## config.mk

```make
export PLATFORM = sky130hd
export DESIGN_NAME = serial_frame_rx
export DESIGN_NICKNAME = d
export VERILOG_FILES = /design/src/rtl/serial_frame_rx.sv
export SDC_FILE = /design/constraint.sdc
export NUM_CORES = 1
export LEC_CHECK = 0
export ABC_AREA = 1
export CORE_ASPECT_RATIO = 0.8
export CORE_MARGIN = 2
export CORE_UTILIZATION = 54
export CTS_BUF_LIST = sky130_fd_sc_hd__clkbuf_2
export CTS_CLUSTER_DIAMETER = 60
export DETAILED_ROUTE_END_ITERATION = 7
export HOLD_SLACK_MARGIN = 0.02
export PLACE_DENSITY_LB_ADDON = 0.15
export SYNTH_ARGS = -nofsm -noshare
export SYNTH_HDL_FRONTEND = slang
export SYNTH_SLANG_ARGS = --single-unit
```

## constraint.sdc

```tcl
create_clock -name clk -period 1.65 [get_ports clk]
set_input_delay 0.33 -clock clk [delete_from_list [all_inputs] [get_ports clk]]
set_output_delay 0.33 -clock clk [all_outputs]
set_load 0.1 [all_outputs]
```

## src/rtl/serial_frame_rx.sv

```systemverilog
// Serial frame receiver: hunts for a sync header, optionally reads a length field,
// shifts in the payload and an optional even-parity bit, then flags the frame good or bad.
module serial_frame_rx #(
  parameter int               HDR_W   = 4,
  parameter logic [HDR_W-1:0] HDR_PAT = 4'b1011,
  parameter int               VAR_LEN = 0,
  parameter int               FIX_LEN = 8,
  parameter int               LEN_W   = 4,
  parameter int               DATA_W  = 16,
  parameter int               PAR_EN  = 1
) (
  input  logic                          clk,
  input  logic                          rst,
  input  logic                          clk_en,
  input  logic                          ser_in,
  output logic                          ser_out,
  output logic                          ser_out_valid,
  output logic [DATA_W-1:0]             data_out,
  output logic                          data_valid,
  output logic                          frame_err,
  output logic [$clog2(DATA_W+1)-1:0]   bit_cnt,
  output logic                          busy,
  output logic [2:0]                    dbg_state
);

  localparam int CNT_W = $clog2(DATA_W+1);
  localparam int LC_W  = (LEN_W > 1) ? $clog2(LEN_W+1) : 1;

  typedef enum logic [2:0] {
    HUNT    = 3'd0,
    LEN     = 3'd1,
    PAYLOAD = 3'd2,
    PARITY  = 3'd3,
    DONE    = 3'd4
  } state_t;

  state_t            state_q;
  logic [HDR_W-1:0]  hist_q;
  logic [LEN_W-1:0]  len_q;
  logic [LC_W-1:0]   len_cnt_q;
  logic [CNT_W-1:0]  target_q;
  logic [CNT_W-1:0]  bit_cnt_q;
  logic [DATA_W-1:0] data_q;
  logic              par_q;
  logic              data_valid_q;
  logic              frame_err_q;

  logic [HDR_W-1:0]  hist_d;
  logic [LEN_W-1:0]  len_d;
  logic [DATA_W-1:0] data_d;
  logic [CNT_W-1:0]  cnt_inc;
  logic              len_bad;

  // Shifted views of the registers as they would look after taking ser_in.
  assign hist_d  = HDR_W'({hist_q, ser_in});
  assign len_d   = LEN_W'({len_q, ser_in});
  assign data_d  = DATA_W'({data_q, ser_in});
  assign cnt_inc = bit_cnt_q + 1'b1;
  assign len_bad = (len_d == '0) || (int'(len_d) > DATA_W);

  always_ff @(posedge clk) begin
    if (!rst) begin
      state_q      <= HUNT;
      hist_q       <= '0;
      len_q        <= '0;
      len_cnt_q    <= '0;
      target_q     <= '0;
      bit_cnt_q    <= '0;
      data_q       <= '0;
      par_q        <= 1'b0;
      data_valid_q <= 1'b0;
      frame_err_q  <= 1'b0;
    end else begin
      data_valid_q <= 1'b0;
      frame_err_q  <= 1'b0;
      case (state_q)
        HUNT: if (clk_en) begin
          hist_q <= hist_d;
          if (hist_d == HDR_PAT) begin
            if (VAR_LEN != 0) begin
              state_q   <= LEN;
              len_cnt_q <= '0;
            end else begin
              state_q   <= PAYLOAD;
              target_q  <= CNT_W'(FIX_LEN);
              data_q    <= '0;
              bit_cnt_q <= '0;
              par_q     <= 1'b0;
            end
          end
        end
        LEN: if (clk_en) begin
          len_q     <= len_d;
          len_cnt_q <= len_cnt_q + 1'b1;
          if (len_cnt_q == LC_W'(LEN_W-1)) begin
            if (len_bad) begin
              state_q     <= DONE;
              frame_err_q <= 1'b1;
            end else begin
              state_q   <= PAYLOAD;
              target_q  <= CNT_W'(len_d);
              data_q    <= '0;
              bit_cnt_q <= '0;
              par_q     <= 1'b0;
            end
          end
        end
        PAYLOAD: if (clk_en) begin
          data_q    <= data_d;
          bit_cnt_q <= cnt_inc;
          par_q     <= par_q ^ ser_in;
          if (cnt_inc == target_q) begin
            if (PAR_EN != 0) begin
              state_q <= PARITY;
            end else begin
              state_q      <= DONE;
              data_valid_q <= 1'b1;
            end
          end
        end
        PARITY: if (clk_en) begin
          state_q      <= DONE;
          data_valid_q <= ~(par_q ^ ser_in);
          frame_err_q  <= par_q ^ ser_in;
        end
        // DONE ignores clk_en so the result pulse is always exactly one cycle.
        DONE: begin
          state_q   <= HUNT;
          hist_q    <= '0;
          bit_cnt_q <= '0;
        end
        default: state_q <= HUNT;
      endcase
    end
  end

  assign ser_out_valid = (state_q == PAYLOAD);
  assign ser_out       = (state_q == PAYLOAD) ? ser_in : 1'b0;
  assign data_out      = data_q;
  assign data_valid    = data_valid_q;
  assign frame_err     = frame_err_q;
  assign bit_cnt       = bit_cnt_q;
  assign busy          = (state_q != HUNT);
  assign dbg_state     = state_q;

endmodule

```

==> flow_summary.toml <==
[route]
via_count = 2378
drc = 0
first_pass_iters = 5
vias_per_cell = 6.241
dr.first_iter.drc_count = 273
postRouteAntennaNets = 0
avgRoutedWirePerCell_um = 19.62
drt_wl_total_mm = 7.476

[synthesis]
async_flop_share_pct = 0
synth_cells = 273
synth_nets = 280
yosys_warnings = 0
synth-seq-cells = 40
yosysSeqAreaShare_pct = 42.41
netlist_top_cells_count = "nand2_1, nor2_1, dfxtp_1"
yosysTopAreaCell = "dfxtp_1"
synth_top_cell_area_share_pct = 42.41
ys_types = 26
synth_area_leaders = "dfxtp_1, nand2_1, nor2_1, o21ai_0, a21oi_1"
syn_area_mm2 = 0.001888
synth.most_common_cell = "nand2_1"
ys.flop_type = "dfxtp_1"
synth_edf_count = 0
syn_avg_cell_area_um2 = 6.916

[grt]
grt_usage_pct = 31.10
grt_pass1_wl_mm = 9.577
grt_max_degree = 29
antenna_found_initial = 0
grt.overflow.total = 0
grt_pass1_vias = 2046

[run_status]
violations = "negative setup slack"
status = "complete, but fails checks"

[timing]
max_freq_ghz = 0.5540
hold_viol = 0
period_share_pct = 109.4
setup_viol = 24
slew_viol_final = 0
rsz0062_at_grt = "yes"
fin_crit_ns = 1.805
layout_setup_ws_ns = -0.1551
slew_headroom_pct = 69.71
final.setup.tns_ns = -1.283
skew_ns = 0.01726
max_slew.worst_pin.slew_ns = 0.4519
holdWs_ns = 0.4431

[setup_path]
path_class = "flop to flop"
critical_path.max_fanout = 7
crit_slowest_cell = "dfxtp_4"
crit_start = "bit_cnt[0]$_SDFFE_PN0P_"
crit_chain = "buf_4 -> inv_1 -> nand2_1 -> nand2_1 -> nand3_1 -> nor2_1 -> nand3_1 -> nand2_2 -> nand2_1 -> nor3_1"
cp_common_cell = "nand2_1"
r2r_start = "bit_cnt[0]$_SDFFE_PN0P_"
cp.required_ns = 2.00
max_stage_delay_ns = 0.39
arrival_ns = 2.15
start_kind = "flop"
end_kind = "flop"

[placed_design]
post-place-cells = 359
io_buffers = 32
dp_hpwl_mm = 3.457
place.gp.congestion = 0.9435
post-place-ws_ns = -0.2660
dpl-instance-area_mm2 = 0.002690

[power]
ir_worst_vdd_mv = 0.7379
power_mw = 1.974
power_density_mw_per_mm2 = 639.1
power.leakage_nw = 1.196

[floorplanning]
die_h_um = 56.89
initial_utilization_pct = 55.54
core_mm2 = 0.003400
pin_count = 33
die-area_mm2 = 0.003988
dieWidth_um = 70.11
rows = 19

[clock_network]
path_clk_slew_ns = 0.21
clk_path_buf_depth = 2
cts_buffers = 5
htree_levels = 2
clock_latency_ns = 0.42
hold_buffers = 0
clock_tree.root_cell = "clkbuf_2"
clkSinkCount = 40
cts_tree = "yes"

[final_layout]
n_antenna_cell = 0
fin_cells = 381
nFillCells = 134
syn_to_final_growth_pct = 63.55
nNetsFinal = 345
drive_gt1_share_pct = 35.99
final_core_util_pct = 90.84
final_area_mm2 = 0.003088

[worst_hold_path]
hp-class = "flop to flop"
hp-start = "len_cnt_q[0]$_SDFFE_PN0P_"

[flow_run]
drv_cap = 0
[logic make-up after synthesis]
group	share of synthesized area [%]
xor+xnor	0.9279
compound gates	14.05
fa+ha+maj	1.988
buf+inv	8.350
simple gates	32.27
flops	42.41
[report_power, final]
part           leakage [nW]  total [mW]  internal, mW  switching [mW]
sequential            0.328       0.968         0.964         0.00438
clock                0.0632       0.904         0.559           0.345
combinational         0.805       0.101        0.0358          0.0655
total                  1.20        1.97          1.56           0.415
[critical path, delay by kind of cell (launching register included)]
kind,cells,cell delay (ns)
buffers and inverters,2,0.29
flip-flops,1,0.39
AND/OR/NAND/NOR,8,1.05
[per-layer routing]
layer,wire length (um),GRT usage (%),up-vias
li1,-,-,1013
met1,2747,36.38,1084
met2,3366,51.97,211
met3,774,8.438,70
met4,588,16.76,0
met5,0,0,-
[placed cells by master, fill, tap and decap left out, types with 5 or more instances in the layout]
| master | netlist | layout |
|---|---|---|
| buf_12 | 0 | 30 |
| nand2_1 | 64 | 58 |
| o21ai_0 | 22 | 11 |
| dfxtp_4 | 0 | 5 |
| inv_1 | 23 | 20 |
| o21ai_1 | 6 | 10 |
| clkbuf_2 | 0 | 5 |
| nor3_1 | 8 | 5 |
| a21oi_1 | 20 | 14 |
| nor2_1 | 47 | 45 |
| dfxtp_1 | 40 | 31 |
| nand2_2 | 2 | 7 |
| buf_4 | 1 | 27 |
| nand3_1 | 11 | 10 |
| o21ai_2 | 0 | 6 |
[repair_timing]
| action | 4_1_cts | 5_1_grt |
|---|---|---|
| setup endpoints to repair | 16 | 30 |
| pin swaps | 4 | 5 |
| resized for setup | 11 | 43 |
| gates cloned | 0 | 2 |
| buffers inserted | 8 | 5 |
[area by class of cell]
cell class / count / area (um^2) / area share [%]
Multi-Input combinational cell: 198 / 1077 / 34.89
Sequential cell: 40 / 824.5 / 26.70
Clock inverter: 3 / 90.09 / 2.917
Tap cell: 42 / 52.55 / 1.702
Clock buffer: 5 / 25.02 / 0.8104
Inverter: 28 / 116.4 / 3.768
Timing Repair Buffer: 65 / 902.1 / 29.21
[final timing paths]
kind | endpoint | slack, ns | cells past startpoint
worst max-delay path | dbg_state[2]$_SDFFE_PN0P_ | -0.16 | 10
worst min-delay path | len_cnt_q[0]$_SDFFE_PN0P_ | 0.44 | 1
worst max register to register | dbg_state[2]$_SDFFE_PN0P_ | -0.16 | 10
worst min register to register | len_cnt_q[0]$_SDFFE_PN0P_ | 0.44 | 1
[sequential cells by signal (all words and copies together) (netlist names)]
signal and count:
bit_cnt 5, len_cnt_q 3, len_q 3, data_valid 1
dbg_state 3, par_q 1, data_out 16, hist_q 3
frame_err 1, target_q 4
Power figures use the tool's default switching activity.
==> patch 1, RTL diff (config.mk and constraints unchanged) <==
Change the parameter `VAR_LEN` from 0 to 1.
--- a/src/rtl/serial_frame_rx.sv
+++ b/src/rtl/serial_frame_rx.sv
@@ -3,7 +3,7 @@
 module serial_frame_rx #(
   parameter int               HDR_W   = 4,
   parameter logic [HDR_W-1:0] HDR_PAT = 4'b1011,
-  parameter int               VAR_LEN = 0,
+  parameter int               VAR_LEN = 1,
   parameter int               FIX_LEN = 8,
   parameter int               LEN_W   = 4,
   parameter int               DATA_W  = 16,
Check against the original RTL: not equivalent (Yosys sat finds a counterexample within 10 cycles, from zero or initial values and one cycle with rst low).
==> patch 1 against the unedited design <==
  * Cell area is 5.2% lower
  * Clock skew increased by 0.017 ns
  * The run still ends with negative setup slack left
  * Global-route usage fell by 1.5 points
  * Critical path depth unchanged
  * Critical endpoint is now data_out[0]
  * Worst setup slack improved by 0.090 ns
  * Synthesized area is 2.4% lower
  * Count of clock-buffer cells in the layout grew 1
  * Wire length decreased by 7.4%
  * Sequential cell count did not move
Power is not compared: it rests on default switching activity, and its combinational part moved more than twofold at a synthesized area within 25%.
==> patch 1: results (changes against the unedited design) <==
* Met3 WL post-DR at 718 µm (-7.2%)
* Longest Clk Path Bufs at 2 (unchanged)
* Dpl cell area at 2630 µm² (-2.1%)
* GPL Wtd Cong at 0.906 (-4.0%)
* Slowest-stage cell, CP: dfxtp_4
* CTS clk-pin slew, worst paths at 0.18 ns (-0.03 ns)
* Finish-stage setup viols at 15 (-38%)
* Input/output buffers at 32 (unchanged)
* Worst skew pair latency at 0.44 ns (+0.02 ns)
* Post-synth top flop: dfxtp_1
* Clock Skews at 0.0343 ns (+0.0170 ns)
* Dpl ws at -0.209 ns (+0.0574 ns)
* Post-synthesis sequential area ratio at 43.4% (+1.0 points)
* Met2 WL post-DR at 3200 µm (-5.0%)
* CTS Root Cell: clkbuf_2
* Max FO, Critical Path at 9 (+2)
* Antenna cells at 0 (unchanged)
* Overall routing resource usage at 29.6% (-1.5 points)
* Max reg flops at 16 (unchanged)
* Dpl cells at 330 (-8.1%)
* Largest net degree at the start of global routing at 14 (-52%)
* Failing checks: negative setup slack
* Average size of a mapped cell at 7.46 µm² (+7.9%)
* Initial DRC Count at 270 (-1.1%)
* Arr. time, crit path at 2.07 ns (-0.08 ns)
* Routed WL at 6930 µm (-7.4%)
* Vias per cell at 6.12 (-1.9%)
* Synth top cells by count: nand2_1 (60), dfxtp_1 (40), a21oi_1 (35)
* Share of layout cells above drive strength 1 at 38.7% (+2.7 points)
* Post-route setup slack at -0.0646 ns (+0.0905 ns)
* Metal-1 WL at 2550 µm (-7.3%)
* Number of distinct library cells after synthesis at 29 (+12%)
* Top layer in use: met4
* Final Net Count at 319 (-7.5%)
* Initial antenna violation count at 0 (unchanged)
* Number of flops mapped to enable cells by yosys at 0 (unchanged)
* First-pass GRT wire length at 9070 µm (-5.3%)
* Run status: finished with violations
* Area contributors post-synth: dfxtp_1 (43%), nand2_1 (12%), a21oi_1 (9.5%), inv_1 (4.9%), nor2_1 (3.5%)
* Worst Hold Class: reg -> reg
* Final HPWL DP at 3430 µm (-0.80%)
* Vias in the first global route at 1,921 (-6.1%)
* P_leak at between 1 and 1.5 nW
* Slew headroom at 53.5% (-16 points)
* Synthesized Nets at 254 (-9.3%)
* Layout Cells excl Fill at 353 (-7.3%)
==> patch 1: cell count changes after synthesis, moves of 3 or more <==
cell and delta:
nor2_1 -30, a21oi_1 +15, o21ai_0 -10, nand2_2 +8, nor3_1 -5, nand2_1 -4
o21ai_1 -4, buf_6 -3
==> patch 1: kinds of logic (layout without fill, tap and decap cells) <==
logic type,count (synthesis),in the layout,synth area share [%]
fa+ha+maj,3,3,2.04
buf+inv,33,98,7.81
xor+xnor,2,2,0.951
compound gates,51,51,14.3
flops,40,40,43.4
simple gates,118,119,31.5
==> patch 1: final timing paths <==
check,startpoint,slack (ns),depth (start not counted),end
setup / recovery,len_cnt_q[0],-0.06,10,data_out[0]
hold / removal,len_cnt_q[0],0.49,1,len_cnt_q[0]
setup reg to reg,len_cnt_q[0],-0.06,10,data_out[0]
hold reg to reg,len_cnt_q[0],0.49,1,len_cnt_q[0]
==> patch 1: metrics by stage <==
| step | hold WS, ns | setup TNS [ns] |
|---|---|---|
| 4_1_cts | 0.450 | -0.0359 |
| 2_1_floorplan | 0.433 | -0.0498 |
| 5_1_grt | 0.504 | -1.56 |
| 3_5_place_dp | 0.455 | -4.44 |
| 6_report | 0.485 | -0.442 |
| 3_3_place_gp | 0.446 | -3.29 |
==> patch 1: routing by layer <==
layer | up-vias | global-route usage (%)
met5 | - | 0
met4 | 0 | 15.7
met3 | 56 | 7.72
met2 | 193 | 52.1
met1 | 981 | 32.7
li1 | 931 | -
==> patch 1: worst max-delay path: cells and delay by family (launching register included) <==
family,cells,cell delay (ns)
fa+ha+maj,2,0.33
compound gates,1,0.17
flops,1,0.40
simple gates,5,0.54
buf+inv,2,0.22
==> patch 1: where the power goes <==
group / switching [mW] / internal, mW / total (mW)
clock network: 0.340 / 0.261 / 0.600
registers: 0.0883 / 1.02 / 1.11
logic: 0.925 / 0.475 / 1.40
==> patch 1: final cells by class <==
type                    instances  area, µm²
fillers                       101        249
clock inverters                 2       35.0
multi-input cells             175       1020
clock buffers                   6       30.0
flip-flops and latches         40        828
well taps                      40       50.0
inverters                      26        101
repair buffers                 64        858
==> patch 1: repair_timing <==
action                                  CTS  global route
pin swaps                                 5             7
gates cloned                              2             0
endpoints found under the setup margin   13            28
resized for setup                         9            24
buffers inserted                          4            10
==> patch 2, RTL diff (same flow settings) <==
Without the edit above. Register the outputs `ser_out`, `ser_out_valid` and `busy`, with the module's reset; this adds one clock of latency there. The other outputs are not delayed to match.
--- a/src/rtl/serial_frame_rx.sv
+++ b/src/rtl/serial_frame_rx.sv
@@ -134,13 +134,21 @@
     end
   end
 
-  assign ser_out_valid = (state_q == PAYLOAD);
-  assign ser_out       = (state_q == PAYLOAD) ? ser_in : 1'b0;
   assign data_out      = data_q;
   assign data_valid    = data_valid_q;
   assign frame_err     = frame_err_q;
   assign bit_cnt       = bit_cnt_q;
-  assign busy          = (state_q != HUNT);
+  always_ff @(posedge clk) begin
+    if (!rst) begin
+      ser_out       <= '0;
+      ser_out_valid <= '0;
+      busy          <= '0;
+    end else begin
+      ser_out       <= (state_q == PAYLOAD) ? ser_in : 1'b0;
+      ser_out_valid <= (state_q == PAYLOAD);
+      busy          <= (state_q != HUNT);
+    end
+  end
   assign dbg_state     = state_q;
 
 endmodule
Behaviour: not the same (Yosys sat finds a counterexample within 10 cycles, from zero or initial values and one cycle with rst low).
==> patch 2 against the unedited design <==
  * Cell area down 6.9%
  * Synthesized area up 6.7%
  * Worst setup slack better by 0.22 ns
  * Global-route usage down 7.2 points
  * Power down 4.2%
  * Clock power down 16%
  * Sequential cell count up 3
  * Via count down 23%
  * Critical path depth down 5
  * Wire length down 39%
  * Combinational power down 8%
  * Synthesized cell count down 3.7%
==> patch 2: results (changes against the unedited design) <==
* Final Net Count at 317 (-8.1%)
* Switching Fraction at 21.3% (+0.28 points)
* Vias in the first global route at 1,688 (-17%)
* Hold Path End: len_q[2]
* Max FO, Critical Path at 6 (-1)
* R2R depth at 5 (-5)
* Run status: completed
* Worst Hold Launch: len_q[2]
* Arr. time, crit path at 1.92 ns (-0.23 ns)
* Avg WL per Cell at 13.0 µm (-34%)
* Overall routing resource usage at 23.9% (-7.2 points)
* Number of distinct library cells after synthesis at 34 (+31%)
* VDD IR max at 0.987 mV (+34%)
* Average size of a mapped cell at 7.66 µm² (+11%)
* Worst R2R Setup Slack at 0.06 ns (+0.22 ns)
* First-pass GRT wire length at 7780 µm (-19%)
* Largest net degree at the start of global routing at 18 (-38%)
* Dpl cells at 343 (-4.5%)
* Clock Skews at 0.0385 ns (+0.0212 ns)
* Vias at 1,834 (-23%)
* WHS Path Cells at 2 (+1)
* Share of layout cells above drive strength 1 at 28.0% (-8.0 points)
* Reg2Reg Launch Point: dbg_state[0]
* Drt pass-1 iters at 4 (-1)
* Slew headroom at 74.0% (+4.3 points)
* Post-synthesis sequential area ratio at 42.7% (+0.32 points)
* Vias per cell at 5.20 (-17%)
[patch 2: changes by cell type in the layout (fill, tap and decap cells not counted), sizes merged, moves of 3 or more]
cell,delta
buf,-17
nor2,-27
nor3,-5
dfxtp,+3
inv,+24
a22oi,+17
nand2,-9
o21ai,-13
[patch 2: worst max path at each step]
stage | start | end | slack [ns] | depth (start not counted)
finish | dbg_state[0] | target_q[2] | 0.06 | 5
global route | bit_cnt[0] | dbg_state[1] | -0.04 | 10
CTS | len_cnt_q[0] | data_out[2] | 0.04 | 7
detailed placement | ser_in | data_out[2] | -0.24 | 8
global placement | ser_in | bit_cnt[4] | -0.16 | 8
floorplan | bit_cnt[1] | dbg_state[1] | 0.06 | 10
[patch 2: logic make-up (layout without fill, tap and decap cells)]
group	after synthesis	after routing	share of synthesized area, %
buffers and inverters	57	105	12.2
adders and majority gates	3	3	1.86
and+or+nand+nor	105	105	23.5
xor gates and xnor gates	2	2	0.870
DFF	43	43	42.7
AOI/OAI and AO/OA	53	53	18.8
[patch 2: power groups by stage]
stage,Sequential (mW),Clock [mW],Combinational (mW)
after floorplan,1.07,0,0.0499
after global placement,1.06,0,0.0864
after detailed placement,1.06,0,0.0882
after CTS,1.04,0.764,0.0893
after global routing,1.04,0.808,0.100
final,1.04,0.756,0.0930
[patch 2: area by class of cell]
type	count	area, µm²	area share, %
Multi-Input combinational cell	163	932	32.4
Sequential cell	43	883	30.7
Timing Repair Buffer	47	727	25.3
Inverter	50	190	6.61
Clock inverter	2	60.1	2.09
Tap cell	42	52.6	1.83
Clock buffer	6	30.0	1.04
[patch 2: through the flow]
step	hold slack [ns]	setup TNS (ns)	worst slack (ns)	utilization, %
finish	0.479	0	0.0612	82.3
global route	0.503	-0.0353	-0.0353	82.3
CTS	0.480	0	0.0449	81.0
detailed placement	0.457	-5.19	-0.235	78.4
global placement	0.455	-3.60	-0.165	78.4
floorplan	0.444	0	0.0576	-
[patch 2: timing repair]
item	CTS	global route
endpoints found under the setup margin	0	20
gates resized for setup	0	6
setup buffers	0	2
[patch 2: layer usage]
layer  vias up  GRT usage (%)  share of wire, %  wire, µm
met5         -              0                 0         0
met4         0           8.89               1.2        56
met3         7           5.14               7.0       322
met2        66           36.3                45      2070
met1       824           33.5                47      2130
li1        937              -                 -         -
[patch 2: critical path, stage by stage (launching register included)]
cell and delay [ns]:
dfxtp_4 0.42, a21oi_1 0.35, nand2_1 0.26, nor2_2 0.22
nand3_1 0.11, a21oi_1 0.16
